===== src/rtl/sobol_stream_arbiter.sv =====
// -----------------------------------------------------------------------------
// sobol_stream_arbiter
//
// Shares one 1-D Sobol sequence generator among NREQ requesters. Each job is
// granted round-robin and owns the generator for exactly one full period
// (2^INWD cycles). Because the generator is only enabled during RUN and every
// job runs a whole period, the sequence returns to 0 at the start of each job.
// During RUN the latched value is compared against the sequence to produce
// one unary stochastic bit per cycle, tagged with the owner index.
//
// Ports:
//   clk        clock
//   rst_n      asynchronous active-low reset (shared with the generator)
//   req        per-requester level request, held until that requester's done
//   value      per-requester value, slice i = value[i*INWD +: INWD]
//   sobolSeq   generator output (registered, steps on the edge after rngEnable)
//   rngEnable  generator enable, high for every RUN cycle only
//   grant      one-hot current owner, zero when idle
//   busy       a job is in RUN or DONE
//   bitOut     stream bit: latched value > sobolSeq
//   bitValid   bitOut is valid for the owner
//   bitOwner   index of the current owner
//   done       one-cycle job-complete pulse
//   syncErr    sticky flag: generator was not at 0 in a job's first RUN cycle
// -----------------------------------------------------------------------------
module sobol_stream_arbiter #(
    parameter int unsigned INWD    = 8,
    parameter int unsigned NREQ    = 4,
    parameter int unsigned LOGNREQ = 2
) (
    input  logic                 clk,
    input  logic                 rst_n,
    input  logic [NREQ-1:0]      req,
    input  logic [NREQ*INWD-1:0] value,
    input  logic [INWD-1:0]      sobolSeq,
    output logic                 rngEnable,
    output logic [NREQ-1:0]      grant,
    output logic                 busy,
    output logic                 bitOut,
    output logic                 bitValid,
    output logic [LOGNREQ-1:0]   bitOwner,
    output logic                 done,
    output logic                 syncErr
);

    typedef enum logic [1:0] {
        StIdle,
        StRun,
        StDone
    } state_e;

    state_e              state_q;
    logic [LOGNREQ-1:0]  rr_ptr_q;
    logic [LOGNREQ-1:0]  owner_q;
    logic [NREQ-1:0]     grant_q;
    logic [INWD-1:0]     cnt_q;
    logic [INWD-1:0]     val_q;
    logic                dropped_q;
    logic                sync_err_q;

    // Round-robin search: first asserted request at or above rr_ptr_q, wrapping.
    logic                pick_valid;
    logic [LOGNREQ-1:0]  pick_idx;
    logic [INWD-1:0]     pick_val;
    int unsigned         scan_idx;

    always_comb begin
        pick_valid = 1'b0;
        pick_idx   = '0;
        pick_val   = '0;
        scan_idx   = 0;
        for (int unsigned i = 0; i < NREQ; i++) begin
            scan_idx = 32'(rr_ptr_q) + i;
            if (scan_idx >= NREQ) begin
                scan_idx = scan_idx - NREQ;
            end
            if (!pick_valid && req[scan_idx]) begin
                pick_valid = 1'b1;
                pick_idx   = LOGNREQ'(scan_idx);
                pick_val   = value[scan_idx*INWD +: INWD];
            end
        end
    end

    logic run;
    logic first_run;
    assign run       = (state_q == StRun);
    assign first_run = run && (cnt_q == '0);

    always_ff @(posedge clk or negedge rst_n) begin
        if (!rst_n) begin
            state_q    <= StIdle;
            rr_ptr_q   <= '0;
            owner_q    <= '0;
            grant_q    <= '0;
            cnt_q      <= '0;
            val_q      <= '0;
            dropped_q  <= 1'b0;
            sync_err_q <= 1'b0;
        end else begin
            case (state_q)
                StIdle: begin
                    if (pick_valid) begin
                        state_q   <= StRun;
                        grant_q   <= NREQ'(1) << pick_idx;
                        owner_q   <= pick_idx;
                        val_q     <= pick_val;
                        cnt_q     <= '0;
                        dropped_q <= 1'b0;
                    end
                end
                StRun: begin
                    if (first_run && (sobolSeq != '0)) begin
                        sync_err_q <= 1'b1;
                    end
                    // Once the owner lets go, its remaining bits are never valid,
                    // but the period still runs out to keep the generator aligned.
                    if (!req[owner_q]) begin
                        dropped_q <= 1'b1;
                    end
                    if (cnt_q == {INWD{1'b1}}) begin
                        cnt_q   <= '0;
                        state_q <= StDone;
                    end else begin
                        cnt_q <= cnt_q + 1'b1;
                    end
                end
                StDone: begin
                    state_q <= StIdle;
                    grant_q <= '0;
                    if (owner_q == LOGNREQ'(NREQ - 1)) begin
                        rr_ptr_q <= '0;
                    end else begin
                        rr_ptr_q <= owner_q + 1'b1;
                    end
                end
                default: begin
                    state_q <= StIdle;
                end
            endcase
        end
    end

    assign rngEnable = run;
    assign busy      = (state_q != StIdle);
    assign done      = (state_q == StDone);
    assign grant     = grant_q;
    assign bitOwner  = owner_q;
    assign bitOut    = run && (val_q > sobolSeq);
    assign bitValid  = run && req[owner_q] && !dropped_q;
    // Flag the phase error in the offending cycle itself, then hold it.
    assign syncErr   = sync_err_q || (first_run && (sobolSeq != '0));

endmodule


===== config.mk =====
export PLATFORM = sky130hd
export DESIGN_NAME = sobol_stream_arbiter
export DESIGN_NICKNAME = d
export VERILOG_FILES = /design/src/rtl/sobol_stream_arbiter.sv
export SDC_FILE = /design/constraint.sdc
export NUM_CORES = 1
export LEC_CHECK = 0
export CAP_MARGIN = 20
export CORE_MARGIN = 2
export CORE_UTILIZATION = 57
export CTS_BUF_LIST = sky130_fd_sc_hd__clkbuf_16
export DETAILED_ROUTE_END_ITERATION = 7
export GPL_TIMING_DRIVEN = 0
export HOLD_SLACK_MARGIN = 0.06
export PLACE_DENSITY = 0.87
export SYNTH_ARGS = -nofsm -noshare
export SYNTH_HDL_FRONTEND = slang
export SYNTH_SLANG_ARGS = --single-unit

===== constraint.sdc =====
create_clock -name clk -period 6.45 [get_ports clk]
set_clock_uncertainty 0.15 [all_clocks]
set_input_delay 1.29 -clock clk [delete_from_list [all_inputs] [get_ports clk]]
set_output_delay 1.29 -clock clk [all_outputs]
set_load 0.02 [all_outputs]

### Word-level counts from Yosys, hierarchy flattened

Cells that the tools add are included.

* bits in latches: 0
* memory bits (writable): 0
* memories kept: 0
* word-level logic and storage cells: 102
* ROM bits: 0
* output and inout port bits: 12
* bits of input ports: 46
* flip-flop bits (word level): 28

* shifts and indexed selects: 5
* eq/ne operators: 7
* order comparisons: 10
* multipliers: 0
* reductions and logical operators: 25
* bitwise gates (word level): 0
* muxes and demuxes: 38
* div/mod/pow operators: 0
* add/sub/neg operators: 9

Operator list (number)
* 32-bit by 33-bit variable part select with 8-bit output: 4
* 32-bit by 3-bit less-than comparator with 1-bit output (second input constant): 4
* 32-bit 2-to-1 mux: 4
* 8-bit 2-to-1 mux: 6
* 8-bit one-hot mux with 2 select lines: 1
* 2-bit 2-to-1 mux: 7
* 3-bit by 3-bit subtractor with 4-bit output (second input constant): 3
* 1-bit 2-to-1 mux: 11
* 1-bit binary-select mux with 2-bit select: 5
* 2-bit AND reduction: 5
* 3-bit greater-or-equal comparator (second input constant): 3
* 8-bit by 1-bit adder with 8-bit output (second input constant): 1
* 8-bit == test (second input constant): 1
* 8-bit greater-than comparator: 1
* 1-bit logical AND: 8
* 8-bit logical NOT: 1
* 4-bit one-hot mux with 2 select lines: 1
* 8-bit nonzero test: 1
* 2-bit by 2-bit adder with 3-bit output (second input constant): 2
* 2-bit nonzero test: 3
* 2-bit == test (second input constant): 2
* 1-bit logical NOT: 4
* 4-bit 2-to-1 mux: 1
* 2-bit inequality test (second input constant): 2
* other kinds (13): 13

### Depth between registers and ports, before layout

Gate-level depths: netlist of run 1.

* depth after elaboration: 17
* depth in mapped cells: 12

### Worst setup path after synthesis of run 1

Ideal clock, no wire load.

* kind: input port to output port
* start: input sobolSeq[1]
* end: output bitOut
* slack: 2456 ps
* path buffers: 0
* stages: 7
* data arrival time: 2554 ps
* cells stage by stage: inv_1 > ha_1 > nor2b_1 > o21a_1 > o21a_1 > o21ai_0 > a221oi_1

* word-level cells in the longest chain between the ends: 2

Ends and longest elaborated chain
* from (decl): RTL line 35 `input logic [INWD-1:0] sobolSeq,`
* 8-bit greater-than comparator: RTL line 149 `assign bitOut = run && (val_q > sobolSeq);`
* 1-bit logical AND: RTL line 149
* to (decl): RTL line 39 `output logic bitOut,`

No other way between the ends.

### Final worst setup path of run 1

Same ends and word-level chain as after synthesis.

==> flow_summary.html, run 1 <==
<table>
<tr><th>Metric</th><th>Value</th></tr>
<tr><th colspan="2">Status</th></tr>
<tr><td>Run status</td><td>finished clean</td></tr>
<tr><th colspan="2">Floorplanning</th></tr>
<tr><td>Die Y</td><td>74.8 um</td></tr>
<tr><td>Boundary Pins</td><td>58</td></tr>
<tr><td>Row count</td><td>25</td></tr>
<tr><td>Core Footprint</td><td>4790 sq um</td></tr>
<tr><td>Chip width</td><td>74.8 um</td></tr>
<tr><td>Total Die Area</td><td>5590 sq um</td></tr>
<tr><td>Effective utilization at floorplan</td><td>0.596</td></tr>
<tr><th colspan="2">Clock tree</th></tr>
<tr><td>Source-to-sink clock delay at the later pin of the worst-skew pair</td><td>260 ps</td></tr>
<tr><td>Post CTS Setup Buffer Count</td><td>0</td></tr>
<tr><td>Num CTS Buffers</td><td>3</td></tr>
<tr><td>Clock H-tree levels</td><td>1</td></tr>
<tr><td>Cts repair resizes</td><td>0</td></tr>
<tr><td>Clk slew on worst S/H paths</td><td>60 ps</td></tr>
<tr><td>CTS Root Buffer Type</td><td>sky130_fd_sc_hd__clkbuf_16</td></tr>
<tr><td>Total of hold buffers inserted after clock tree synthesis</td><td>0</td></tr>
<tr><td>Count of clock tree sinks</td><td>28</td></tr>
<tr><td>Clk buf depth</td><td>2</td></tr>
<tr><td>TritonCTS clock tree</td><td>yes</td></tr>
<tr><th colspan="2">Power</th></tr>
<tr><td>Fraction of power spent switching nets</td><td>0.216</td></tr>
<tr><td>Post-route total power</td><td>452 uW</td></tr>
<tr><td>Clk pwr share</td><td>0.400</td></tr>
<tr><td>Internal Dissipation</td><td>354 uW</td></tr>
<tr><td>Static power due to leakage</td><td>0.00140 uW</td></tr>
<tr><td>Switching Power</td><td>97.7 uW</td></tr>
<tr><td>Areal power density over the cells</td><td>125 nW/um^2</td></tr>
<tr><td>Gate power share</td><td>0.209</td></tr>
<tr><td>Sequential share of power</td><td>0.391</td></tr>
<tr><td>VDD IR max</td><td>0.0000919 V</td></tr>
<tr><th colspan="2">Worst setup path</th></tr>
<tr><td>Number of cells traversed by the worst register-to-register path</td><td>9</td></tr>
<tr><td>Reg2Reg Setup Slack</td><td>2480 ps</td></tr>
<tr><td>Critical path's slowest cell</td><td>sky130_fd_sc_hd__clkdlybuf4s50_1</td></tr>
<tr><td>Arr. time, crit path</td><td>3480 ps</td></tr>
<tr><td>Path type of the worst setup path</td><td>in -&gt; out</td></tr>
<tr><td>Crit end category</td><td>output pin</td></tr>
<tr><td>CP required</td><td>5010 ps</td></tr>
<tr><td>Type of origin of the critical path</td><td>primary input</td></tr>
<tr><td>Maximum single-stage delay on the critical path</td><td>660 ps</td></tr>
<tr><td>Maximum fanout along the worst path</td><td>2</td></tr>
<tr><td>Critical path, cell by cell</td><td>clkdlybuf4s50_1, inv_1, ha_1, nor2b_1, o21a_1, o21a_1, o21ai_0, a221oi_1, clkdlybuf4s50_1</td></tr>
<tr><th colspan="2">Routing</th></tr>
<tr><td>Final Routed Wirelength</td><td>7130 um</td></tr>
<tr><td>Initial detailed-routing violation count</td><td>174</td></tr>
<tr><td>Via density</td><td>6.49</td></tr>
<tr><td>Routed WL per cell</td><td>18.3 um</td></tr>
<tr><td>DRC violations left</td><td>0</td></tr>
<tr><td>Pre-Repair DR Iteration Count</td><td>4</td></tr>
<tr><td>Number of nets with antenna violations after detailed routing</td><td>0</td></tr>
<tr><td>Routed vias</td><td>2525</td></tr>
<tr><th colspan="2">Placement</th></tr>
<tr><td>Port Buffers</td><td>57</td></tr>
<tr><td>Cell total after placement</td><td>385</td></tr>
<tr><td>Final estimated routing congestion in global placement</td><td>0.881</td></tr>
<tr><td>Post-detail-place hpwl</td><td>5400 um</td></tr>
<tr><td>Worst setup slack before clock tree synthesis</td><td>1550 ps</td></tr>
<tr><th colspan="2">Final layout</th></tr>
<tr><td>Antenna cells</td><td>0</td></tr>
<tr><td>Number of filler instances in the final layout</td><td>330</td></tr>
<tr><td>Final Net Count</td><td>383</td></tr>
<tr><td>Number of standard cells in the final layout excluding fillers</td><td>389</td></tr>
<tr><td>Commonest cells after routing, fill and taps aside</td><td>sky130_fd_sc_hd__clkdlybuf4s50_1, sky130_fd_sc_hd__mux4_2, sky130_fd_sc_hd__dfrtp_1</td></tr>
<tr><td>Area grow syn2layout</td><td>27.1%</td></tr>
<tr><td>Fraction of final layout cells sized beyond drive strength 1</td><td>0.183</td></tr>
<tr><td>Layout Utilization</td><td>0.758</td></tr>
<tr><td>Most common cell after layout, fill and taps aside</td><td>sky130_fd_sc_hd__clkdlybuf4s50_1</td></tr>
<tr><th colspan="2">Synth</th></tr>
<tr><td>Count of state elements after synthesis</td><td>28</td></tr>
<tr><td>Number of synthesis warnings</td><td>0</td></tr>
<tr><td>Async SR Flop Fraction</td><td>1.00</td></tr>
<tr><td>Synthesized instance count</td><td>260</td></tr>
<tr><td>Post-Synthesis Mean Instance Area</td><td>11.0 sq um</td></tr>
<tr><td>Syn Nets</td><td>320</td></tr>
<tr><td>Ys flop type</td><td>sky130_fd_sc_hd__dfrtp_1</td></tr>
<tr><td>Sequential-to-total area share from yosys stat</td><td>0.246</td></tr>
<tr><td>Syn Std Cell Area</td><td>2850 sq um</td></tr>
<tr><td>Post-synth EDFFs</td><td>0</td></tr>
<tr><td>Number of different library cells in the post-synthesis netlist</td><td>50</td></tr>
<tr><th colspan="2">Timing</th></tr>
<tr><td>Final-report hold violation count</td><td>0</td></tr>
<tr><td>Crit path time final</td><td>4920 ps</td></tr>
<tr><td>Share of the cycle needed by the critical path after routing</td><td>0.762</td></tr>
<tr><td>Max-slew violation count</td><td>0</td></tr>
<tr><td>Total negative slack for setup checks</td><td>0 ps</td></tr>
<tr><td>Unrepaired setup endpoints after global routing</td><td>no</td></tr>
<tr><td>Highest clock frequency the design can meet</td><td>203 MHz</td></tr>
<tr><td>Worst slew margin</td><td>0.550</td></tr>
<tr><td>Tightest Pin Transition</td><td>673 ps</td></tr>
<tr><td>Worst-case setup margin in the final layout</td><td>1530 ps</td></tr>
<tr><td>Final setup violation count</td><td>0</td></tr>
<tr><th colspan="2">Min path</th></tr>
<tr><td>Cell depth of the worst min-delay path</td><td>1</td></tr>
<tr><td>Classification of the worst-slack hold path</td><td>reg -&gt; reg</td></tr>
<tr><th colspan="2">Global route</th></tr>
<tr><td>Total routing resource utilization after global routing</td><td>0.280</td></tr>
<tr><td>Pin count of the biggest net entering global routing</td><td>17</td></tr>
<tr><td>Global-route wire length before repair</td><td>12200 um</td></tr>
<tr><td>GR Overflow Total</td><td>0</td></tr>
<tr><td>Number of global-route vias before repair</td><td>2566</td></tr>
<tr><td>Number of antenna violations at the first check in global routing</td><td>0</td></tr>
<tr><th colspan="2">Run</th></tr>
<tr><td>Maximum Capacitance Violations</td><td>0</td></tr>
</table>
==> layer usage <==
metal  vias up  wire length (um)  track usage
li1       1162                 -            -
met1      1226              3010        0.387
met2       126              3520        0.476
met3        11               507       0.0281
met4         0                87       0.0774
met5         -                 0            0
==> flip-flops by register name, indices dropped and copies added, names as in the netlist <==
register,flops
rr_ptr_q,2
state_q,2
grant,4
bitOwner,2
sync_err_q,1
val_q,8
dropped_q,1
cnt_q,8
==> worst max-delay path: cells and delay by family <==
| family | cells | cell delay [ps] |
|---|---|---|
| AOI/OAI and AO/OA | 4 | 580 |
| adders and majority gates | 1 | 270 |
| buffers and inverters | 3 | 1200 |
| and+or+nand+nor | 1 | 130 |
==> path summary, 6_finish.rpt <==
kind,start,endpoint
max in group asynchronous,rst_n,cnt_q[6]
setup reg to reg,rr_ptr_q[1],grant[0]
hold / removal,sync_err_q,sync_err_q
setup / recovery,sobolSeq[1],bitOut
hold reg to reg,sync_err_q,sync_err_q
min in group asynchronous,rst_n,grant[0]
==> logic make-up (layout without fill, tap and decap cells) <==
| group | count (synthesis) | count (layout) | share of synthesized area |
|---|---|---|---|
| buffers and inverters | 33 | 95 | 0.0544 |
| AO/OA/AOI/OAI | 59 | 59 | 0.152 |
| adder cells (fa/ha/maj) | 14 | 14 | 0.0614 |
| multiplexers | 67 | 67 | 0.371 |
| XOR/XNOR | 3 | 3 | 0.00921 |
| AND/OR/NAND/NOR | 56 | 56 | 0.106 |
| flip-flops | 28 | 28 | 0.246 |
==> final cells by class <==
cell class	count	area (sq um)	share of cell area
clock inverter	1	30.0	0.00828
timing repair buffer	58	586	0.161
buffer	17	93.8	0.0259
multi-input combinational	199	2000	0.551
clock buffer	3	75.1	0.0207
sequential	28	701	0.193
inverter	16	61.3	0.0169
tap	67	83.8	0.0231
==> Yosys cell counts (all sizes together) (6+ instances only) <==
| master | instances | area share |
|---|---|---|
| inv | 14 | 0.018 |
| mux4 | 29 | 0.23 |
| dfrtp | 28 | 0.25 |
| nor3 | 9 | 0.016 |
| a221o | 8 | 0.028 |
| nor2 | 6 | 0.0079 |
| clkbuf | 6 | 0.0092 |
| a21oi | 12 | 0.021 |
| nand2 | 15 | 0.020 |
| buf | 11 | 0.024 |
| o21ai | 11 | 0.019 |
| mux2 | 11 | 0.043 |
| mux2i | 27 | 0.099 |
| o221ai | 8 | 0.025 |
| ha | 14 | 0.061 |
==> power groups by stage <==
| stage | clock network, uW | registers, uW | logic [uW] |
|---|---|---|---|
| after detailed placement | 0 | 180 | 93.1 |
| after global routing | 192 | 177 | 102 |
| after floorplan | 0 | 180 | 42.6 |
| after global placement | 0 | 180 | 89.6 |
| final | 181 | 177 | 94.5 |
| after CTS | 183 | 177 | 93.5 |
==> metrics by stage <==
stage / hold slack (ps) / area, sq um
3_5_place_dp: 314 / 3520
4_1_cts: 325 / 3630
2_1_floorplan: 288 / 2850
6_report: 326 / 3630
5_1_grt: 348 / 3630
3_3_place_gp: 300 / 3510
No activity file was read; power rests on OpenSTA's default activity.
==> inputs of run 2 (changes only) <==
--- a/config.mk
+++ b/config.mk
@@ -7,12 +7,12 @@
 export LEC_CHECK = 0
 export CAP_MARGIN = 20
 export CORE_MARGIN = 2
-export CORE_UTILIZATION = 57
+export CORE_UTILIZATION = 48
 export CTS_BUF_LIST = sky130_fd_sc_hd__clkbuf_16
 export DETAILED_ROUTE_END_ITERATION = 7
 export GPL_TIMING_DRIVEN = 0
 export HOLD_SLACK_MARGIN = 0.06
-export PLACE_DENSITY = 0.87
+export PLACE_DENSITY = 0.78
 export SYNTH_ARGS = -nofsm -noshare
 export SYNTH_HDL_FRONTEND = slang
 export SYNTH_SLANG_ARGS = --single-unit
==> constraint.sdc (replaced) <==
create_clock -name clk -period 4.05 [get_ports clk]
set_clock_uncertainty 0.15 [all_clocks]
set_input_delay 0.81 -clock clk [delete_from_list [all_inputs] [get_ports clk]]
set_output_delay 0.81 -clock clk [all_outputs]
set_load 0.02 [all_outputs]
==> run 2 against run 1 <==
  * Setup slack worse by 1400 ps
  * Final area increased by 0.79%
  * First-iteration DRC count shrank 16%
  * Die area increased by 18%
==> flow_summary.html, run 2 (synthesized netlist as in run 1, its figures left out) <==
<table>
<tr><th>Metric</th><th>Value</th></tr>
<tr><th colspan="2">Power</th></tr>
<tr><td>VDD IR max</td><td>0.000149 V (was 0.0000919 V)</td></tr>
<tr><td>Static power due to leakage</td><td>0.00141 uW (was 0.00140 uW)</td></tr>
<tr><td>Areal power density over the cells</td><td>196 nW/um^2 (was 125 nW/um^2)</td></tr>
<tr><th colspan="2">Clock tree</th></tr>
<tr><td>TritonCTS clock tree</td><td>yes (unchanged)</td></tr>
<tr><td>Clock H-tree levels</td><td>1 (unchanged)</td></tr>
<tr><td>CTS Root Buffer Type</td><td>sky130_fd_sc_hd__clkbuf_16 (unchanged)</td></tr>
<tr><td>Clk buf depth</td><td>2 (unchanged)</td></tr>
<tr><td>Clk slew on worst S/H paths</td><td>60 ps (about the same)</td></tr>
<tr><td>Source-to-sink clock delay at the later pin of the worst-skew pair</td><td>260 ps (about the same)</td></tr>
<tr><td>Count of clock tree sinks</td><td>28 (unchanged)</td></tr>
<tr><td>Num CTS Buffers</td><td>3 (unchanged)</td></tr>
<tr><th colspan="2">Worst setup path</th></tr>
<tr><td>Maximum fanout along the worst path</td><td>2 (unchanged)</td></tr>
<tr><td>Type of origin of the critical path</td><td>primary input (unchanged)</td></tr>
<tr><td>Path type of the worst setup path</td><td>in -&gt; out (unchanged)</td></tr>
<tr><td>Crit end category</td><td>output pin (unchanged)</td></tr>
<tr><td>Arr. time, crit path</td><td>2950 ps (was 3480 ps)</td></tr>
<tr><td>CP required</td><td>3090 ps (was 5010 ps)</td></tr>
<tr><th colspan="2">Placement</th></tr>
<tr><td>Port Buffers</td><td>57 (unchanged)</td></tr>
<tr><td>Cell total after placement</td><td>393 (was 385)</td></tr>
<tr><td>Final estimated routing congestion in global placement</td><td>0.939 (was 0.881)</td></tr>
<tr><td>Post-detail-place hpwl</td><td>5650 um (was 5400 um)</td></tr>
<tr><th colspan="2">Floorplanning</th></tr>
<tr><td>Effective utilization at floorplan</td><td>0.491 (was 0.596)</td></tr>
<tr><td>Total Die Area</td><td>6580 sq um (was 5590 sq um)</td></tr>
<tr><td>Row count</td><td>28 (was 25)</td></tr>
<tr><td>Core Footprint</td><td>5820 sq um (was 4790 sq um)</td></tr>
<tr><td>Die Y</td><td>81.1 um (was 74.8 um)</td></tr>
<tr><td>Chip width</td><td>81.1 um (was 74.8 um)</td></tr>
<tr><td>Boundary Pins</td><td>58 (unchanged)</td></tr>
<tr><th colspan="2">Global route</th></tr>
<tr><td>Number of global-route vias before repair</td><td>2482 (was 2566)</td></tr>
<tr><td>Number of antenna violations at the first check in global routing</td><td>0 (unchanged)</td></tr>
<tr><td>Global-route wire length before repair</td><td>12000 um (was 12200 um)</td></tr>
<tr><td>GR Overflow Total</td><td>0 (unchanged)</td></tr>
<tr><td>Total routing resource utilization after global routing</td><td>0.235 (was 0.280)</td></tr>
<tr><td>Pin count of the biggest net entering global routing</td><td>17 (unchanged)</td></tr>
<tr><th colspan="2">Routing</th></tr>
<tr><td>Final Routed Wirelength</td><td>7310 um (was 7130 um)</td></tr>
<tr><td>Pre-Repair DR Iteration Count</td><td>4 (unchanged)</td></tr>
<tr><td>Initial detailed-routing violation count</td><td>146 (was 174)</td></tr>
<tr><td>Via density</td><td>6.31 (was 6.49)</td></tr>
<tr><td>Number of nets with antenna violations after detailed routing</td><td>0 (unchanged)</td></tr>
<tr><td>Routed WL per cell</td><td>18.4 um (was 18.3 um)</td></tr>
<tr><td>Routed vias</td><td>2506 (was 2525)</td></tr>
<tr><td>DRC violations left</td><td>0 (unchanged)</td></tr>
<tr><th colspan="2">Status</th></tr>
<tr><td>Run status</td><td>finished clean (unchanged)</td></tr>
<tr><th colspan="2">Final layout</th></tr>
<tr><td>Area grow syn2layout</td><td>28.1% (was 27.1%)</td></tr>
<tr><td>Number of standard cells in the final layout excluding fillers</td><td>397 (was 389)</td></tr>
<tr><td>Commonest cells after routing, fill and taps aside</td><td>sky130_fd_sc_hd__clkdlybuf4s50_1, sky130_fd_sc_hd__mux4_2, sky130_fd_sc_hd__dfrtp_1 (unchanged)</td></tr>
<tr><td>Total area of sequential cells</td><td>701 sq um (unchanged)</td></tr>
<tr><td>Layout Utilization</td><td>0.629 (was 0.758)</td></tr>
<tr><td>Area of the multi-input gates</td><td>2000 sq um (unchanged)</td></tr>
<tr><td>Antenna cells</td><td>0 (unchanged)</td></tr>
<tr><td>Number of filler instances in the final layout</td><td>494 (was 330)</td></tr>
<tr><td>Fraction of final layout cells sized beyond drive strength 1</td><td>0.193 (was 0.183)</td></tr>
<tr><td>Final Net Count</td><td>383 (unchanged)</td></tr>
<tr><td>Most common cell after layout, fill and taps aside</td><td>sky130_fd_sc_hd__clkdlybuf4s50_1 (unchanged)</td></tr>
<tr><th colspan="2">Min path</th></tr>
<tr><td>Classification of the worst-slack hold path</td><td>reg -&gt; reg (unchanged)</td></tr>
<tr><th colspan="2">Timing</th></tr>
<tr><td>Final setup violation count</td><td>0 (unchanged)</td></tr>
<tr><td>Crit path time final</td><td>3910 ps</td></tr>
<tr><td>Highest clock frequency the design can meet</td><td>256 MHz</td></tr>
<tr><td>Total negative slack for setup checks</td><td>0 ps (unchanged)</td></tr>
<tr><td>Worst slew margin</td><td>0.545 (was 0.550)</td></tr>
<tr><td>Unrepaired setup endpoints after global routing</td><td>no (unchanged)</td></tr>
<tr><td>Final-report hold violation count</td><td>0 (unchanged)</td></tr>
<tr><td>Tightest Pin Transition</td><td>680 ps (was 673 ps)</td></tr>
<tr><td>Max-slew violation count</td><td>0 (unchanged)</td></tr>
<tr><td>Share of the cycle needed by the critical path after routing</td><td>0.966</td></tr>
<tr><th colspan="2">Run</th></tr>
<tr><td>Maximum Capacitance Violations</td><td>0 (unchanged)</td></tr>
</table>
[run 2: cell types whose count changed in the layout (fill, tap and decap cells not counted)]
| cell | before | now |
|---|---|---|
| sky130_fd_sc_hd__clkinv_1 | 1 | 0 |
| sky130_fd_sc_hd__buf_16 | 0 | 1 |
| sky130_fd_sc_hd__clkinvlp_4 | 0 | 1 |
| sky130_fd_sc_hd__buf_8 | 1 | 0 |
| sky130_fd_sc_hd__clkbuf_2 | 0 | 2 |
| sky130_fd_sc_hd__clkbuf_1 | 5 | 3 |
[run 2: worst paths after layout]
check | from | cells after the start | slack [ps] | to
worst max-delay path | sobolSeq[1] | 9 | 140 | bitOut
worst min-delay path | sync_err_q | 1 | 330 | sync_err_q
worst max register to register | rr_ptr_q[0] | 11 | 310 | val_q[3]
worst min register to register | sync_err_q | 1 | 330 | sync_err_q
max in group asynchronous | rst_n | 2 | 2430 | val_q[6]
min in group asynchronous | rst_n | 1 | 810 | cnt_q[0]
[run 2: critical path, stage by stage]
cell and delay [ps]:
sky130_fd_sc_hd__clkdlybuf4s50_1 490, sky130_fd_sc_hd__inv_1 60, sky130_fd_sc_hd__ha_1 280, sky130_fd_sc_hd__nor2b_1 130
sky130_fd_sc_hd__o21a_1 120, sky130_fd_sc_hd__o21a_1 100, sky130_fd_sc_hd__o21ai_0 60, sky130_fd_sc_hd__a221oi_1 260
sky130_fd_sc_hd__clkdlybuf4s50_1 650
[run 2: power breakdown]
group          switching [uW]  internal, uW  total, uW
sequential               1.02           280        281
combinational            65.1          88.6        154
clock                    87.2           197        284
total                     153           565        719
[run 2: layer usage]
layer	track usage	wire, um	up-vias
li1	-	-	1166
met1	0.314	2960	1217
met2	0.404	3810	109
met3	0.0222	442	14
met4	0.0712	106	0
met5	0	0	-
[run 2: per-stage QoR]
step	hold WS (ps)	total power [uW]	cell area, sq um	setup WS [ps]
after floorplan	288	355	2850	827
after global placement	301	430	3520	141
after detailed placement	318	438	3550	48.0
after CTS	329	723	3650	33.5
after global routing	356	751	3660	28.2
final	326	719	3660	136
[run 2: repair_timing]
item	CTS	global route
setup buffers	0	0
setup endpoints to repair	0	14
gates resized for setup	0	5
hold buffers	0	0
[run 2: cell type report]
cell class | count | share of cell area
multi-input cells | 199 | 0.546
flip-flops and latches | 28 | 0.192
repair buffers | 58 | 0.164
plain buffers | 17 | 0.0263
well taps | 75 | 0.0257
clock buffers | 3 | 0.0205
inverters | 16 | 0.0178
clock inverters | 1 | 0.00821
